==> src/rtl/uart_pkg.sv <==
`timescale 1ns/1ps
`default_nettype none
// +----------------------------------------------------------------------------
// | uart_pkg : shared types and constants for the UART receive path
// | Rev 1.0  : initial release (UART_RX_PARITY_EN selects the 11-bit frame)
// +----------------------------------------------------------------------------
package uart_pkg;

    typedef enum logic [2:0] {
        IDLE   = 3'd0,
        START  = 3'd1,
        DATA   = 3'd2,
        PARITY = 3'd3,
        STOP   = 3'd4,
        BREAK  = 3'd5
    } state_e;

    localparam int OVERSAMPLE = 16;
    localparam int MID_SAMPLE = 8;
    localparam int DATA_BITS  = 8;
`ifdef UART_RX_PARITY_EN
    localparam int FRAME_BITS = 11;
`else
    localparam int FRAME_BITS = 10;
`endif

    function automatic logic maj3(input logic a, input logic b, input logic c);
        return (a & b) | (a & c) | (b & c);
    endfunction

endpackage
`default_nettype wire

==> src/rtl/uart_baud_tick.sv <==
`timescale 1ns/1ps
`default_nettype none
// +----------------------------------------------------------------------------
// | uart_baud_tick : divides clk by CLK_DIV into a one-cycle tick, with restart
// | Rev 1.0        : initial release
// +----------------------------------------------------------------------------
module uart_baud_tick #(
    parameter int CLK_DIV = 4
) (
    input  logic clk,
    input  logic rst_n,
    input  logic i_restart,
    output logic o_tick
);

    localparam logic [15:0] c_last = 16'(CLK_DIV - 1);

    logic [15:0] cnt_q;
    logic [15:0] cnt_d;

    always_comb begin
        cnt_d  = cnt_q;
        o_tick = 1'b0;
        if (i_restart) begin
            cnt_d = 16'd0;
        end else if (cnt_q == c_last) begin
            cnt_d  = 16'd0;
            o_tick = 1'b1;
        end else begin
            cnt_d = cnt_q + 16'd1;
        end
    end

    always_ff @(posedge clk or negedge rst_n) begin
        if (!rst_n) begin
            cnt_q <= 16'd0;
        end else begin
            cnt_q <= cnt_d;
        end
    end

endmodule
`default_nettype wire

==> src/rtl/uart_rx.sv <==
`timescale 1ns/1ps
`default_nettype none
// +----------------------------------------------------------------------------
// | uart_rx : 16x oversampling UART receiver with valid/ready holding register
// | Rev 1.0 : initial release; define UART_RX_PARITY_EN for the parity variant
// +----------------------------------------------------------------------------
module uart_rx
    import uart_pkg::*;
#(
    parameter int CLK_DIV    = 4,
`ifdef UART_RX_PARITY_EN
    parameter int PARITY_ODD = 0,
`endif
    parameter int OVERSAMPLE = 16
) (
    input  logic       clk,
    input  logic       rst_n,
    input  logic       rx_in,
    output logic [7:0] rx_data,
    output logic       rx_valid,
    input  logic       rx_ready,
    output logic       framing_err,
    output logic       overrun_err,
`ifdef UART_RX_PARITY_EN
    output logic       parity_err,
`endif
    output logic       busy
);

    localparam int                c_sc_w   = $clog2(OVERSAMPLE);
    localparam logic [c_sc_w-1:0] c_sc_one = c_sc_w'(1);
    localparam logic [c_sc_w-1:0] c_vote_a = c_sc_w'(MID_SAMPLE - 1);
    localparam logic [c_sc_w-1:0] c_vote_b = c_sc_w'(MID_SAMPLE);
    localparam logic [c_sc_w-1:0] c_vote_c = c_sc_w'(MID_SAMPLE + 1);
    localparam logic [2:0]        c_last_b = 3'(DATA_BITS - 1);

    // Reset asserts asynchronously but releases on a clock edge.
    logic rst_meta_q;
    logic rst_sync_q;
    logic rst_int_n;

    always_ff @(posedge clk or negedge rst_n) begin
        if (!rst_n) begin
            rst_meta_q <= 1'b0;
            rst_sync_q <= 1'b0;
        end else begin
            rst_meta_q <= 1'b1;
            rst_sync_q <= rst_meta_q;
        end
    end
    assign rst_int_n = rst_sync_q;

    logic              sync_meta_q, rx_s_q, rx_prev_q;
    state_e            state_q, state_d;
    logic [c_sc_w-1:0] samp_cnt_q, samp_cnt_d;
    logic [2:0]        bit_idx_q, bit_idx_d;
    logic [7:0]        shreg_q, shreg_d;
    logic [1:0]        vote_q, vote_d;
    logic [7:0]        rx_data_q, rx_data_d;
    logic              rx_valid_q, rx_valid_d;
    logic              framing_err_q, framing_err_d;
    logic              overrun_err_q, overrun_err_d;
    logic              tick, vote_pt, vote_bit, stop_ok;
`ifdef UART_RX_PARITY_EN
    localparam logic c_par_odd = (PARITY_ODD != 0);
    logic            par_bad_q, par_bad_d;
    logic            parity_err_q, parity_err_d;
`endif

    uart_baud_tick #(
        .CLK_DIV (CLK_DIV)
    ) u_baud (
        .clk       (clk),
        .rst_n     (rst_int_n),
        .i_restart (state_q == IDLE),
        .o_tick    (tick)
    );

    assign vote_pt  = tick && (samp_cnt_q == c_vote_c);
    assign vote_bit = maj3(vote_q[1], vote_q[0], rx_s_q);

    always_comb begin
        state_d       = state_q;
        samp_cnt_d    = samp_cnt_q;
        bit_idx_d     = bit_idx_q;
        shreg_d       = shreg_q;
        vote_d        = vote_q;
        rx_data_d     = rx_data_q;
        rx_valid_d    = rx_valid_q;
        framing_err_d = 1'b0;
        overrun_err_d = 1'b0;
        stop_ok       = 1'b0;
`ifdef UART_RX_PARITY_EN
        par_bad_d     = par_bad_q;
        parity_err_d  = 1'b0;
`endif

        if (tick) begin
            samp_cnt_d = samp_cnt_q + c_sc_one;
            if (samp_cnt_q == c_vote_a) vote_d[1] = rx_s_q;
            if (samp_cnt_q == c_vote_b) vote_d[0] = rx_s_q;
        end

        case (state_q)
            IDLE: begin
                samp_cnt_d = '0;
                if (rx_prev_q && !rx_s_q) state_d = START;
            end
            START: begin
                if (vote_pt) begin
                    if (!vote_bit) begin
                        state_d   = DATA;
                        bit_idx_d = 3'd0;
                    end else begin
                        state_d = IDLE;
                    end
                end
            end
            DATA: begin
                if (vote_pt) begin
                    shreg_d[bit_idx_q] = vote_bit;
                    if (bit_idx_q == c_last_b) begin
`ifdef UART_RX_PARITY_EN
                        state_d = PARITY;
`else
                        state_d = STOP;
`endif
                    end else begin
                        bit_idx_d = bit_idx_q + 3'd1;
                    end
                end
            end
`ifdef UART_RX_PARITY_EN
            PARITY: begin
                if (vote_pt) begin
                    par_bad_d = ((^shreg_q) ^ vote_bit) != c_par_odd;
                    state_d   = STOP;
                end
            end
`endif
            STOP: begin
                // Frame ends at the stop vote so a short stop bit still works.
                if (vote_pt) begin
                    if (vote_bit) begin
                        stop_ok = 1'b1;
                        state_d = IDLE;
                    end else begin
                        framing_err_d = 1'b1;
                        state_d       = BREAK;
                    end
                end
            end
            BREAK: begin
                if (rx_s_q) state_d = IDLE;
            end
            default: state_d = IDLE;
        endcase

        if (rx_valid_q && rx_ready) rx_valid_d = 1'b0;

        // A completing byte loads only if the slot is empty or being drained now.
        if (stop_ok) begin
            if (!rx_valid_q || rx_ready) begin
                rx_data_d  = shreg_q;
                rx_valid_d = 1'b1;
`ifdef UART_RX_PARITY_EN
                parity_err_d = par_bad_q;
`endif
            end else begin
                overrun_err_d = 1'b1;
            end
        end
    end

    always_ff @(posedge clk or negedge rst_int_n) begin
        if (!rst_int_n) begin
            sync_meta_q   <= 1'b1;
            rx_s_q        <= 1'b1;
            rx_prev_q     <= 1'b1;
            state_q       <= IDLE;
            samp_cnt_q    <= '0;
            bit_idx_q     <= 3'd0;
            shreg_q       <= 8'd0;
            vote_q        <= 2'd0;
            rx_data_q     <= 8'd0;
            rx_valid_q    <= 1'b0;
            framing_err_q <= 1'b0;
            overrun_err_q <= 1'b0;
`ifdef UART_RX_PARITY_EN
            par_bad_q     <= 1'b0;
            parity_err_q  <= 1'b0;
`endif
        end else begin
            sync_meta_q   <= rx_in;
            rx_s_q        <= sync_meta_q;
            rx_prev_q     <= rx_s_q;
            state_q       <= state_d;
            samp_cnt_q    <= samp_cnt_d;
            bit_idx_q     <= bit_idx_d;
            shreg_q       <= shreg_d;
            vote_q        <= vote_d;
            rx_data_q     <= rx_data_d;
            rx_valid_q    <= rx_valid_d;
            framing_err_q <= framing_err_d;
            overrun_err_q <= overrun_err_d;
`ifdef UART_RX_PARITY_EN
            par_bad_q     <= par_bad_d;
            parity_err_q  <= parity_err_d;
`endif
        end
    end

    assign rx_data     = rx_data_q;
    assign rx_valid    = rx_valid_q;
    assign framing_err = framing_err_q;
    assign overrun_err = overrun_err_q;
    assign busy        = (state_q != IDLE);
`ifdef UART_RX_PARITY_EN
    assign parity_err  = parity_err_q;
`endif

endmodule
`default_nettype wire

==> config.mk <==
export PLATFORM = sky130hd
export DESIGN_NAME = uart_rx
export DESIGN_NICKNAME = d
export VERILOG_FILES = /design/src/rtl/uart_pkg.sv /design/src/rtl/uart_baud_tick.sv /design/src/rtl/uart_rx.sv
export SDC_FILE = /design/constraint.sdc
export NUM_CORES = 1
export LEC_CHECK = 0
export CORE_MARGIN = 3
export CORE_UTILIZATION = 53
export DETAILED_ROUTE_END_ITERATION = 10
export PLACE_DENSITY_LB_ADDON = 0.12
export SLEW_MARGIN = 20
export SYNTH_ARGS = -nofsm -noshare
export SYNTH_HDL_FRONTEND = slang
export SYNTH_SLANG_ARGS = --single-unit
export TNS_END_PERCENT = 1
==> constraint.sdc <==
create_clock -name clk -period 1.47 [get_ports clk]
set_input_delay 0.147 -clock clk [delete_from_list [all_inputs] [get_ports clk]]
set_output_delay 0.147 -clock clk [all_outputs]
set_load 0.05 [all_outputs]
==> results.txt <==
Status -> complete, but fails checks
Violated checks -> negative setup slack
Routed Antenna Nets -> 0
Num CTS Buffers -> 5
DR WL/cell -> 16.8 um
Simple-gate portion of the synthesized area -> 24.4%
Crit Path Max Fanout -> 2
Syn Nets -> 237
Largest net degree at the start of global routing -> 25
IO Port Bufs -> 15
Number of flops mapped to enable cells by yosys -> 0
Max clock buf depth -> 2
Req. time, crit path -> 1.67 ns
Largest family of logic cells by synthesized area -> simple AND/OR/NAND/NOR gates
Detailed-route DRC error count -> 0
H-tree depth -> 2
Die Y-Extent -> 74.9 um
Die Wd -> 74.9 um
Synth Warn # -> 0
Vias -> 2015
Crit. End Element -> flip-flop
Final slew viol count -> 0
CTS tree -> built
Number of global-route vias before repair -> 2029
LEAKAGE -> 1.55 nW
FP Rows -> 24
Number of setup violations in the final report -> 48
Worst-path cell chain -> ha_2, ha_4, or3b_4, a221oi_4, nand3_2, mux2_2
Core area -> 4470 um^2
RD Place Congestion -> 0.842
Fin util -> 75.5%
Fin crit share -> 134%
Compound-cell area share of the yosys netlist -> 3.53%
Worst hold path class -> reg -> async
Iter 0 DRT Violations -> 79
Final instance area -> 3380 um^2
Sink Count -> 52
Final WS setup -> -0.497 ns
Area growth syn-to-layout -> 34.2%
Synth cell types -> 45
Worst Skew -> 0.0104 ns
N_diodes -> 0
Die area -> 5620 um^2
Slowest cell on crit path -> dfrtp_1
First-pass GRT wire length -> 9.65 mm
Layout cells sized above 1 -> 40.6%
Grt ovf -> 0
Drt pass-1 iters -> 4
Leading cell types in the layout, fill and taps excluded -> buf_4 (59), dfrtp_1 (48), nor2_1 (16), nand3_1 (14)
Post-synthesis xor/xnor area fraction -> 4.17%
Cell Pwr Density -> 1010 nW/um^2
Hpwl dp -> 4.13 mm
Clock latency on the worst-skew pair -> 0.32 ns
Synth Area in Adders -> 3.38%
Syn Std Cell Area -> 2520 um^2
CP max stage delay -> 0.41 ns
Mux share of post-synthesis cell area -> 9.69%
CP bufs+invs -> 0
Overall Power -> 3.43 mW
Post-Syn Instances -> 227
Tot GR Track Use -> 22.8%
Critical setup path kind -> reg -> reg
Final min period -> 1.97 ns
Post-Route WL -> 5.87 mm
Most common cell after layout, fill and taps aside -> buf_4
Vias per std cell -> 5.76
Flops & latches, synth -> 52
Cell family with most CP delay -> simple AND/OR/NAND/NOR gates
CTS root buffer -> clkbuf_8
Dpl ws -> -0.545 ns
Post-synthesis sequential area ratio -> 51.8%
Worst endpoint data arrival time -> 2.17 ns
Top-Level Pins -> 16
Non-filler cells, final -> 350
Final hold viol count -> 0
Starting Density -> 56.3%
Post-Place Cell Area -> 3110 um^2
FMAX -> 508 MHz
Max VDD drop -> 0.588 mV
Dpl cells -> 340
Final #Nets -> 307
RSZ-0062 raised after global routing -> true
Fillers -> 299
Worst-path clk slew -> 0.11 ns
Asr flop ratio synth -> 100%
Mean Syn Cell Area -> 11.1 um^2
Ys flop type -> dfrtp_1
Initial antenna violation count -> 0
Startpoint types -> flip-flop
Max Cap Violations -> 0
## through the flow
stage / setup TNS, ns / hold WS (ns)
detailed placement: -16.57 / 0.150
global placement: -11.34 / 0.134
CTS: -13.24 / 0.157
finish: -12.49 / 0.147
global route: -17.32 / 0.166
floorplan: -18.04 / -0.149
## cells in the mapped netlist, types with 3 or more instances
| cell | n | share of area (%) |
|---|---|---|
| inv_1 | 8 | 1.2 |
| nand3_1 | 15 | 3.0 |
| xor2_1 | 5 | 1.7 |
| mux2i_1 | 3 | 1.2 |
| ha_1 | 6 | 3.0 |
| nor3_1 | 12 | 2.4 |
| a21oi_1 | 5 | 0.99 |
| or3_1 | 4 | 0.99 |
| xnor2_1 | 7 | 2.4 |
| o21ai_0 | 5 | 0.99 |
| and3_1 | 3 | 0.75 |
| nor4_1 | 6 | 1.5 |
| nor2_1 | 16 | 2.4 |
| nand2_1 | 12 | 1.8 |
| nand4_1 | 9 | 2.2 |
| nor4_2 | 3 | 1.5 |
| dfstp_2 | 3 | 3.1 |
| dfrtp_1 | 49 | 49 |
| mux2_2 | 17 | 7.6 |
| buf_2 | 7 | 1.4 |
## repair_timing
item                                    4_1_cts  5_1_grt
hold endpoints to repair                      2        0
endpoints found under the setup margin       48       48
setup buffers                                 1        0
pin swaps                                     4        8
hold buffers                                  1        0
resized for setup                            12       22
## registers in the layout, summed over array words and instances (netlist names)
register,flops
bit_idx_q,3
framing_err,1
overrun_err,1
rst_int_n,1
rst_meta_q,1
rx_data,8
rx_prev_q,1
rx_s_q,1
rx_valid,1
samp_cnt_q,4
shreg_q,8
state_q,3
sync_meta_q,1
u_baud.cnt_q,16
vote_q,2
## power breakdown
part	leakage, nW	switching, mW	internal [mW]
Sequential	0.700	0.0513	1.52
Combinational	0.808	0.515	0.474
Clock	0.0452	0.519	0.348
## per-layer routing
| metal | global-route usage, % | wire length (um) | vias up |
|---|---|---|---|
| met5 | 0 | 0 | - |
| met4 | 6.32 | 87 | 0 |
| met3 | 4.14 | 189 | 8 |
| met2 | 39.4 | 2960 | 38 |
| met1 | 29.3 | 2630 | 1007 |
| li1 | - | - | 962 |
## worst paths after layout
check | cells after the start | startpoint | endpoint | slack (ns)
setup / recovery | 6 | bit_idx_q[0] | bit_idx_q[0] | -0.50
hold / removal | 0 | rst_int_n | u_baud.cnt_q[3] | 0.15
setup reg to reg | 6 | bit_idx_q[0] | bit_idx_q[0] | -0.50
hold reg to reg | 0 | rst_int_n | u_baud.cnt_q[3] | 0.15
max in group asynchronous | 1 | rst_int_n | rx_data[0] | 0.78
min in group clk | 1 | rx_in | sync_meta_q | 0.24
## cell type report
type | instances | area (um^2) | area share [%]
inverter | 8 | 30.0 | 0.889
tap | 52 | 65.1 | 1.93
timing repair buffer | 72 | 611 | 18.1
sequential | 52 | 1310 | 38.7
clock inverter | 3 | 25.0 | 0.740
clock buffer | 5 | 68.8 | 2.04
multi-input combinational | 158 | 1270 | 37.7
## kinds of logic after synthesis
| family | count (synthesis) |
|---|---|
| AND/OR/NAND/NOR | 101 |
| flip-flops | 52 |
| multiplexers | 22 |
| buffers and inverters | 17 |
| AO/OA/AOI/OAI | 15 |
| XOR/XNOR | 12 |
| adder cells (fa/ha/maj) | 7 |
| other | 1 |
(Power assumes the default switching activity.)
